**config.mk**
```make
export PLATFORM = sky130hd
export DESIGN_NAME = reset_release_sequencer_flat
export DESIGN_NICKNAME = d
export VERILOG_FILES = /design/src/rtl/reset_release_sequencer_if.sv /design/src/rtl/reset_release_sequencer.sv /design/src/flat_wrapper.sv
export SDC_FILE = /design/constraint.sdc
export NUM_CORES = 1
export LEC_CHECK = 0
export BUFFER_PORTS_ARGS = -buffer_cell sky130_fd_sc_hd__buf_2
export CAP_MARGIN = 20
export CORE_ASPECT_RATIO = 0.6
export CORE_MARGIN = 2
export CORE_UTILIZATION = 55
export CTS_BUF_LIST = sky130_fd_sc_hd__clkbuf_16
export CTS_CLUSTER_DIAMETER = 100
export DETAILED_ROUTE_END_ITERATION = 8
export HOLD_SLACK_MARGIN = 0.05
export PLACE_DENSITY = 0.81
export SETUP_SLACK_MARGIN = 0.02
export SYNTH_ARGS = -nofsm -noshare
export SYNTH_HDL_FRONTEND = slang
export SYNTH_SLANG_ARGS = --single-unit
```
**constraint.sdc**
```tcl
create_clock -name clk -period 2.3 [get_ports clk]
set_input_delay 0.23 -clock clk [delete_from_list [all_inputs] [get_ports clk]]
set_output_delay 0.23 -clock clk [all_outputs]
set_load 0.01 [all_outputs]
```
**src/rtl/reset_release_sequencer_if.sv**
```systemverilog
// Reset request / downstream reset bundle between an upstream reset generator (master)
// and the reset release sequencer (slave).
interface reset_release_sequencer_if #(
    parameter int unsigned NUM_RST = 4
);
    logic               rst_req_n;
    logic [NUM_RST-1:0] rst_n_out;
    logic               done;
    logic               glitch_err;
    logic [7:0]         rel_cnt;

    modport master (
        output rst_req_n,
        input  rst_n_out,
        input  done,
        input  glitch_err,
        input  rel_cnt
    );

    modport slave (
        input  rst_req_n,
        output rst_n_out,
        output done,
        output glitch_err,
        output rel_cnt
    );
endinterface

```
**src/rtl/reset_release_sequencer.sv**
```systemverilog
// Synchronizes an upstream reset request, holds all downstream resets low for a minimum
// time, then releases them in index order with a fixed stagger between releases.
module reset_release_sequencer #(
    parameter int unsigned NUM_RST    = 4,
    parameter int unsigned STAGGER    = 8,
    parameter int unsigned MIN_ASSERT = 4
) (
    input logic                      clk,
    input logic                      rst_async,
    reset_release_sequencer_if.slave bus
);
    localparam logic [7:0]         MinAssert = 8'(MIN_ASSERT);
    localparam logic [7:0]         GlitchLim = 8'(MIN_ASSERT - 1);
    localparam logic [7:0]         StgLast   = 8'(STAGGER - 1);
    localparam logic [NUM_RST-1:0] FirstRel  = {{(NUM_RST - 1){1'b0}}, 1'b1};

    typedef enum logic [1:0] {StAssert, StSeq, StRun} state_e;

    state_e             state_q, state_d;
    logic               sync1_q, sync_q;
    logic [NUM_RST-1:0] rst_n_q, rst_n_d;
    logic               done_q, done_d;
    logic               glitch_q, glitch_d;
    logic               from_run_q, from_run_d;
    logic [7:0]         rel_cnt_q, rel_cnt_d;
    logic [7:0]         cnt_q, cnt_d;
    logic [7:0]         stg_q, stg_d;
    logic               last_rel;

    // Released bits always form a thermometer, so the final release is due once the
    // second-highest bit is already out.
    assign last_rel = rst_n_q[NUM_RST-2];

    always_ff @(posedge clk or negedge rst_async) begin
        if (!rst_async) begin
            sync1_q <= 1'b0;
            sync_q  <= 1'b0;
        end else begin
            sync1_q <= bus.rst_req_n;
            sync_q  <= sync1_q;
        end
    end

    always_ff @(posedge clk or negedge rst_async) begin
        if (!rst_async) begin
            state_q    <= StAssert;
            rst_n_q    <= '0;
            done_q     <= 1'b0;
            glitch_q   <= 1'b0;
            from_run_q <= 1'b0;
            rel_cnt_q  <= '0;
            cnt_q      <= '0;
            stg_q      <= '0;
        end else begin
            state_q    <= state_d;
            rst_n_q    <= rst_n_d;
            done_q     <= done_d;
            glitch_q   <= glitch_d;
            from_run_q <= from_run_d;
            rel_cnt_q  <= rel_cnt_d;
            cnt_q      <= cnt_d;
            stg_q      <= stg_d;
        end
    end

    always_comb begin
        state_d = state_q;
        unique case (state_q)
            StAssert: if (sync_q && cnt_q == MinAssert) state_d = StSeq;
            StSeq: begin
                if (!sync_q) begin
                    state_d = StAssert;
                end else if (stg_q == StgLast && last_rel) begin
                    state_d = StRun;
                end
            end
            StRun:    if (!sync_q) state_d = StAssert;
            default:  state_d = StAssert;
        endcase
    end

    always_comb begin
        rst_n_d    = rst_n_q;
        done_d     = done_q;
        glitch_d   = glitch_q;
        from_run_d = from_run_q;
        rel_cnt_d  = rel_cnt_q;
        cnt_d      = cnt_q;
        stg_d      = stg_q;
        unique case (state_q)
            StAssert: begin
                rst_n_d = '0;
                done_d  = 1'b0;
                if (cnt_q != MinAssert) cnt_d = cnt_q + 8'd1;
                // A request that returns before the hold time was nearly served is a glitch.
                if (from_run_q && sync_q && cnt_q < GlitchLim) glitch_d = 1'b1;
                if (sync_q && cnt_q == MinAssert) begin
                    rst_n_d = FirstRel;
                    stg_d   = '0;
                end
            end
            StSeq: begin
                if (!sync_q) begin
                    rst_n_d    = '0;
                    done_d     = 1'b0;
                    cnt_d      = '0;
                    from_run_d = 1'b1;
                end else if (stg_q == StgLast) begin
                    stg_d   = '0;
                    rst_n_d = {rst_n_q[NUM_RST-2:0], 1'b1};
                    if (last_rel) begin
                        done_d     = 1'b1;
                        from_run_d = 1'b1;
                        if (rel_cnt_q != 8'hff) rel_cnt_d = rel_cnt_q + 8'd1;
                    end
                end else begin
                    stg_d = stg_q + 8'd1;
                end
            end
            StRun: begin
                if (!sync_q) begin
                    rst_n_d    = '0;
                    done_d     = 1'b0;
                    cnt_d      = '0;
                    from_run_d = 1'b1;
                end
            end
            default: begin
                rst_n_d = '0;
                done_d  = 1'b0;
            end
        endcase
    end

    assign bus.rst_n_out  = rst_n_q;
    assign bus.done       = done_q;
    assign bus.glitch_err = glitch_q;
    assign bus.rel_cnt    = rel_cnt_q;
endmodule

```
**src/flat_wrapper.sv**
```systemverilog
// flat-port wrapper written by rule: the top's interface ports become plain ports
module reset_release_sequencer_flat 
#(
    parameter int unsigned NUM_RST    = 4,
    parameter int unsigned STAGGER    = 8,
    parameter int unsigned MIN_ASSERT = 4
)
  (clk, rst_async, bus_rst_req_n, bus_rst_n_out, bus_done, bus_glitch_err, bus_rel_cnt);
  reset_release_sequencer_if #(.NUM_RST(NUM_RST)) bus_i ();
  input logic clk;
  input logic rst_async;
  input wire logic [$bits(bus_i.rst_req_n)-1:0] bus_rst_req_n;
  output wire logic [$bits(bus_i.rst_n_out)-1:0] bus_rst_n_out;
  output wire logic [$bits(bus_i.done)-1:0] bus_done;
  output wire logic [$bits(bus_i.glitch_err)-1:0] bus_glitch_err;
  output wire logic [$bits(bus_i.rel_cnt)-1:0] bus_rel_cnt;
  assign bus_i.rst_req_n = bus_rst_req_n;
  assign bus_rst_n_out = bus_i.rst_n_out;
  assign bus_done = bus_i.done;
  assign bus_glitch_err = bus_i.glitch_err;
  assign bus_rel_cnt = bus_i.rel_cnt;
  reset_release_sequencer #(.NUM_RST(NUM_RST), .STAGGER(STAGGER), .MIN_ASSERT(MIN_ASSERT)) u_core (.clk(clk), .rst_async(rst_async), .bus(bus_i));
endmodule
```
==> flow_summary.yaml <==
floorplan:
  rows: 16
  coreArea_um2: 3280
  die_h_um: 49.6
  dieArea_um2: 3960
  initial_core_util_pct: 58.0
  die_width_um: 80.0
  io_pins: 17
worst_setup_path:
  cp_num_buf_inv: 0
  critPathSlowestCell: "or2_2"
  cp_max_fo: 6
  ff2ff_path_depth: 5
  crit_start: "u_core.stg_q[0]$_DFFE_PN0P_"
  r2r_end: "u_core.bus.rel_cnt[1]$_DFFE_PN0P_"
  crit_required_ns: 2.46
  crit_path_end_kind: "flip-flop"
  crit_path_start_kind: "flip-flop"
  path_cells: "ha_1, and4bb_2, nand4b_1, or2_2, mux2_2"
  crit_arrival_ns: 2.19
  critical_path.top_delay_family: "simple AND/OR/NAND/NOR gates"
  rrSetupSlack_ns: 0.27
  max_stage_delay_ns: 0.41
  timing.setup.critical_path_class: "flip-flop to flip-flop"
  r2r-start: "u_core.stg_q[0]$_DFFE_PN0P_"
cts:
  holdBufCountCts: 0
  cts-root-buf: "clkbuf_16"
  cts_resized: 0
  htreeDepth: 2
  cts.repair_timing.setup_buffer_count: 0
  clkSinkCount: 35
  cts_tree: "built"
  clock_path_buffers: 2
  clk_latency_ns: 0.27
  cts_buffers: 5
  clk_pin_slew_ns: 0.06
sta:
  period_needed_ns: 2.03
  holdWs_ns: 0.0240
  fmax_ghz: 0.492
  rsz0062_at_grt: "no"
  slew_headroom_pct: 49.6
  fin_setup_tns_ns: 0
  fin_worst_skew_ns: 0.00524
  fin_crit_sh_pct: 88.4
  worstMarginPinSlew_ns: 0.755
  hold_violations: 0
  setup_viol: 0
  drv_slew: 0
yosys:
  syn-cell-area_um2: 1900
  yosysSeqAreaShare_pct: 46.0
  synth_top_cell_by_area: "dfrtp_1"
  synth_warnings: 0
  synth_seq_cells: 35
  synth.top_cell.area_share_pct: 46.0
  synth_cell_type_count: 49
  syn-num-nets: 203
  synth_enable_flop_cells: 0
  synthArstFlopShare_pct: 100
  synth.area.top_cells: "dfrtp_1 (46%), ha_1 (5.3%), o21ai_0 (3.4%), nand2_1 (3.2%), o31ai_1 (2.8%)"
  synth_ff_type: "dfrtp_1"
  avgSynthCellArea_um2: 9.92
  syn_inst: 192
flow_run:
  max_cap_violations: 0
cells_and_area:
  stdcell_area_um2: 2240
  nFillCells: 252
  multi_input_comb_area_um2: 960
  fin_cells: 259
  nNetsFinal: 224
  area_delta_synth_final_pct: 17.8
  drive_gt1_share_pct: 16.8
  seq_area_um2: 876
  diodes: 0
run_status:
  status: "complete, no violations"
global_routing:
  grt_antenna_before_repair: 0
  grt_max_degree: 36
  gr-usage-all-layers_pct: 23.5
  grt_pass1_vias: 1486
  grt-ovfl-total: 0
  grt_pass1_wl_um: 7250
power:
  leakagePower_nw: 1.02
  max-vdd-ir-drop_mv: 0.603
  power_density_nw_per_um2: 1010
hold_path:
  min_path_type: "input pin to async pin"
route:
  wl_per_cell_um: 15.7
  wl_um: 4070
  firstDrtPassIters: 4
  vias: 1592
  drtIter0Drc: 126
  vias_per_cell: 6.15
  drc: 0
  ant_nets: 0
placement:
  place.gp.congestion: 0.955
  portBuffers: 16
  placed_area_um2: 2050
  placed_cells: 251
  dp_hpwl_um: 2920
## sequential cells by signal, indices dropped and copies added, names as in the netlist
register and flops:
u_core.bus.done 1, u_core.bus.glitch_err 1, u_core.bus.rel_cnt 8, u_core.bus.rst_n_out 4, u_core.cnt_q 8, u_core.from_run_q 1
u_core.state_q 2, u_core.stg_q 8, u_core.sync1_q 1, u_core.sync_q 1
## cell usage after synthesis (all sizes together), types with 3 or more instances
| library cell | instances |
|---|---|
| nor2 | 8 |
| clkbuf | 6 |
| nand3 | 8 |
| nand2 | 16 |
| nor3 | 7 |
| inv | 11 |
| nor4 | 4 |
| dfrtp | 35 |
| nand4b | 3 |
| and4 | 3 |
| o21a | 4 |
| xor2 | 5 |
| ha | 8 |
| o31ai | 7 |
| o21ai | 14 |
| and2 | 4 |
| nand4 | 5 |
| a21oi | 5 |
## power breakdown
group,switching [mW],internal (mW),leakage [nW]
Clock,0.244,0.620,0.0900
Sequential,0.0912,0.690,0.466
Combinational,0.360,0.260,0.469
## metal layers
layer / vias up / part of all wire, % / track usage, %
li1: 755 / - / -
met1: 779 / 50 / 36.4
met2: 54 / 43 / 33.3
met3: 4 / 6.1 / 5.49
met4: 0 / 0.81 / 5.37
met5: - / 0 / 0
## stage by stage
step                total power [mW]  worst slack [ns]  utilization (%)
floorplan                       1.22             0.391                -
CTS                             2.27             0.274             68.3
global route                    2.39             0.124             68.3
global placement                1.36             0.356             62.5
detailed placement              1.40             0.295             62.5
finish                          2.27             0.267             68.3
## cell usage in the layout, fill, tap and decap left out, types with 2 or more instances in the layout
cell,netlist,layout
nor4_1,4,4
nand3_1,8,8
o21ai_0,13,13
a21oi_1,5,5
and4_1,3,3
nor3_1,7,7
nor2_1,8,8
ha_1,8,8
dfrtp_1,35,35
and2_1,4,4
a31o_2,2,2
nor4b_1,2,2
o21a_1,4,4
clkbuf_16,0,5
nand2_1,16,16
o41ai_1,2,2
xnor2_1,2,2
nand4b_1,3,3
inv_1,11,11
nand4_1,5,5
bufinv_16,0,2
xor2_1,5,5
o22a_1,2,2
mux2i_1,2,2
a31oi_1,2,2
or3_1,2,2
buf_2,1,16
and3_1,2,2
buf_4,0,5
o31ai_1,7,7
## cell type report
cell class / instances / share of cell area [%]
clock inverter: 3 / 3.01
multi-input combinational: 139 / 42.8
clock buffer: 5 / 5.58
sequential: 35 / 39.0
timing repair buffer: 21 / 5.24
tap: 45 / 2.51
inverter: 11 / 1.84
## cell families after synthesis
| logic type | synth area share, % |
|---|---|
| adders and majority gates | 5.26 |
| and+or+nand+nor | 22.9 |
| muxes | 1.64 |
| buffers and inverters | 3.61 |
| xor gates and xnor gates | 3.22 |
| AOI/OAI and AO/OA | 17.3 |
| DFF | 46.0 |
## how the worst max path moves through the flow
stage | end | slack, ns | cells past startpoint
6_report | u_core.bus.rel_cnt[1]$_DFFE_PN0P_ | 0.27 | 5
5_1_grt | u_core.bus.rel_cnt[1]$_DFFE_PN0P_ | 0.12 | 6
4_1_cts | u_core.bus.rel_cnt[1]$_DFFE_PN0P_ | 0.27 | 6
3_5_place_dp | u_core.bus.rel_cnt[1]$_DFFE_PN0P_ | 0.29 | 6
3_3_place_gp | u_core.stg_q[2]$_DFFE_PN0P_ | 0.36 | 6
2_1_floorplan | u_core.bus.rel_cnt[1]$_DFFE_PN0P_ | 0.39 | 7
Note: power is estimated with default switching activity, not from simulation.
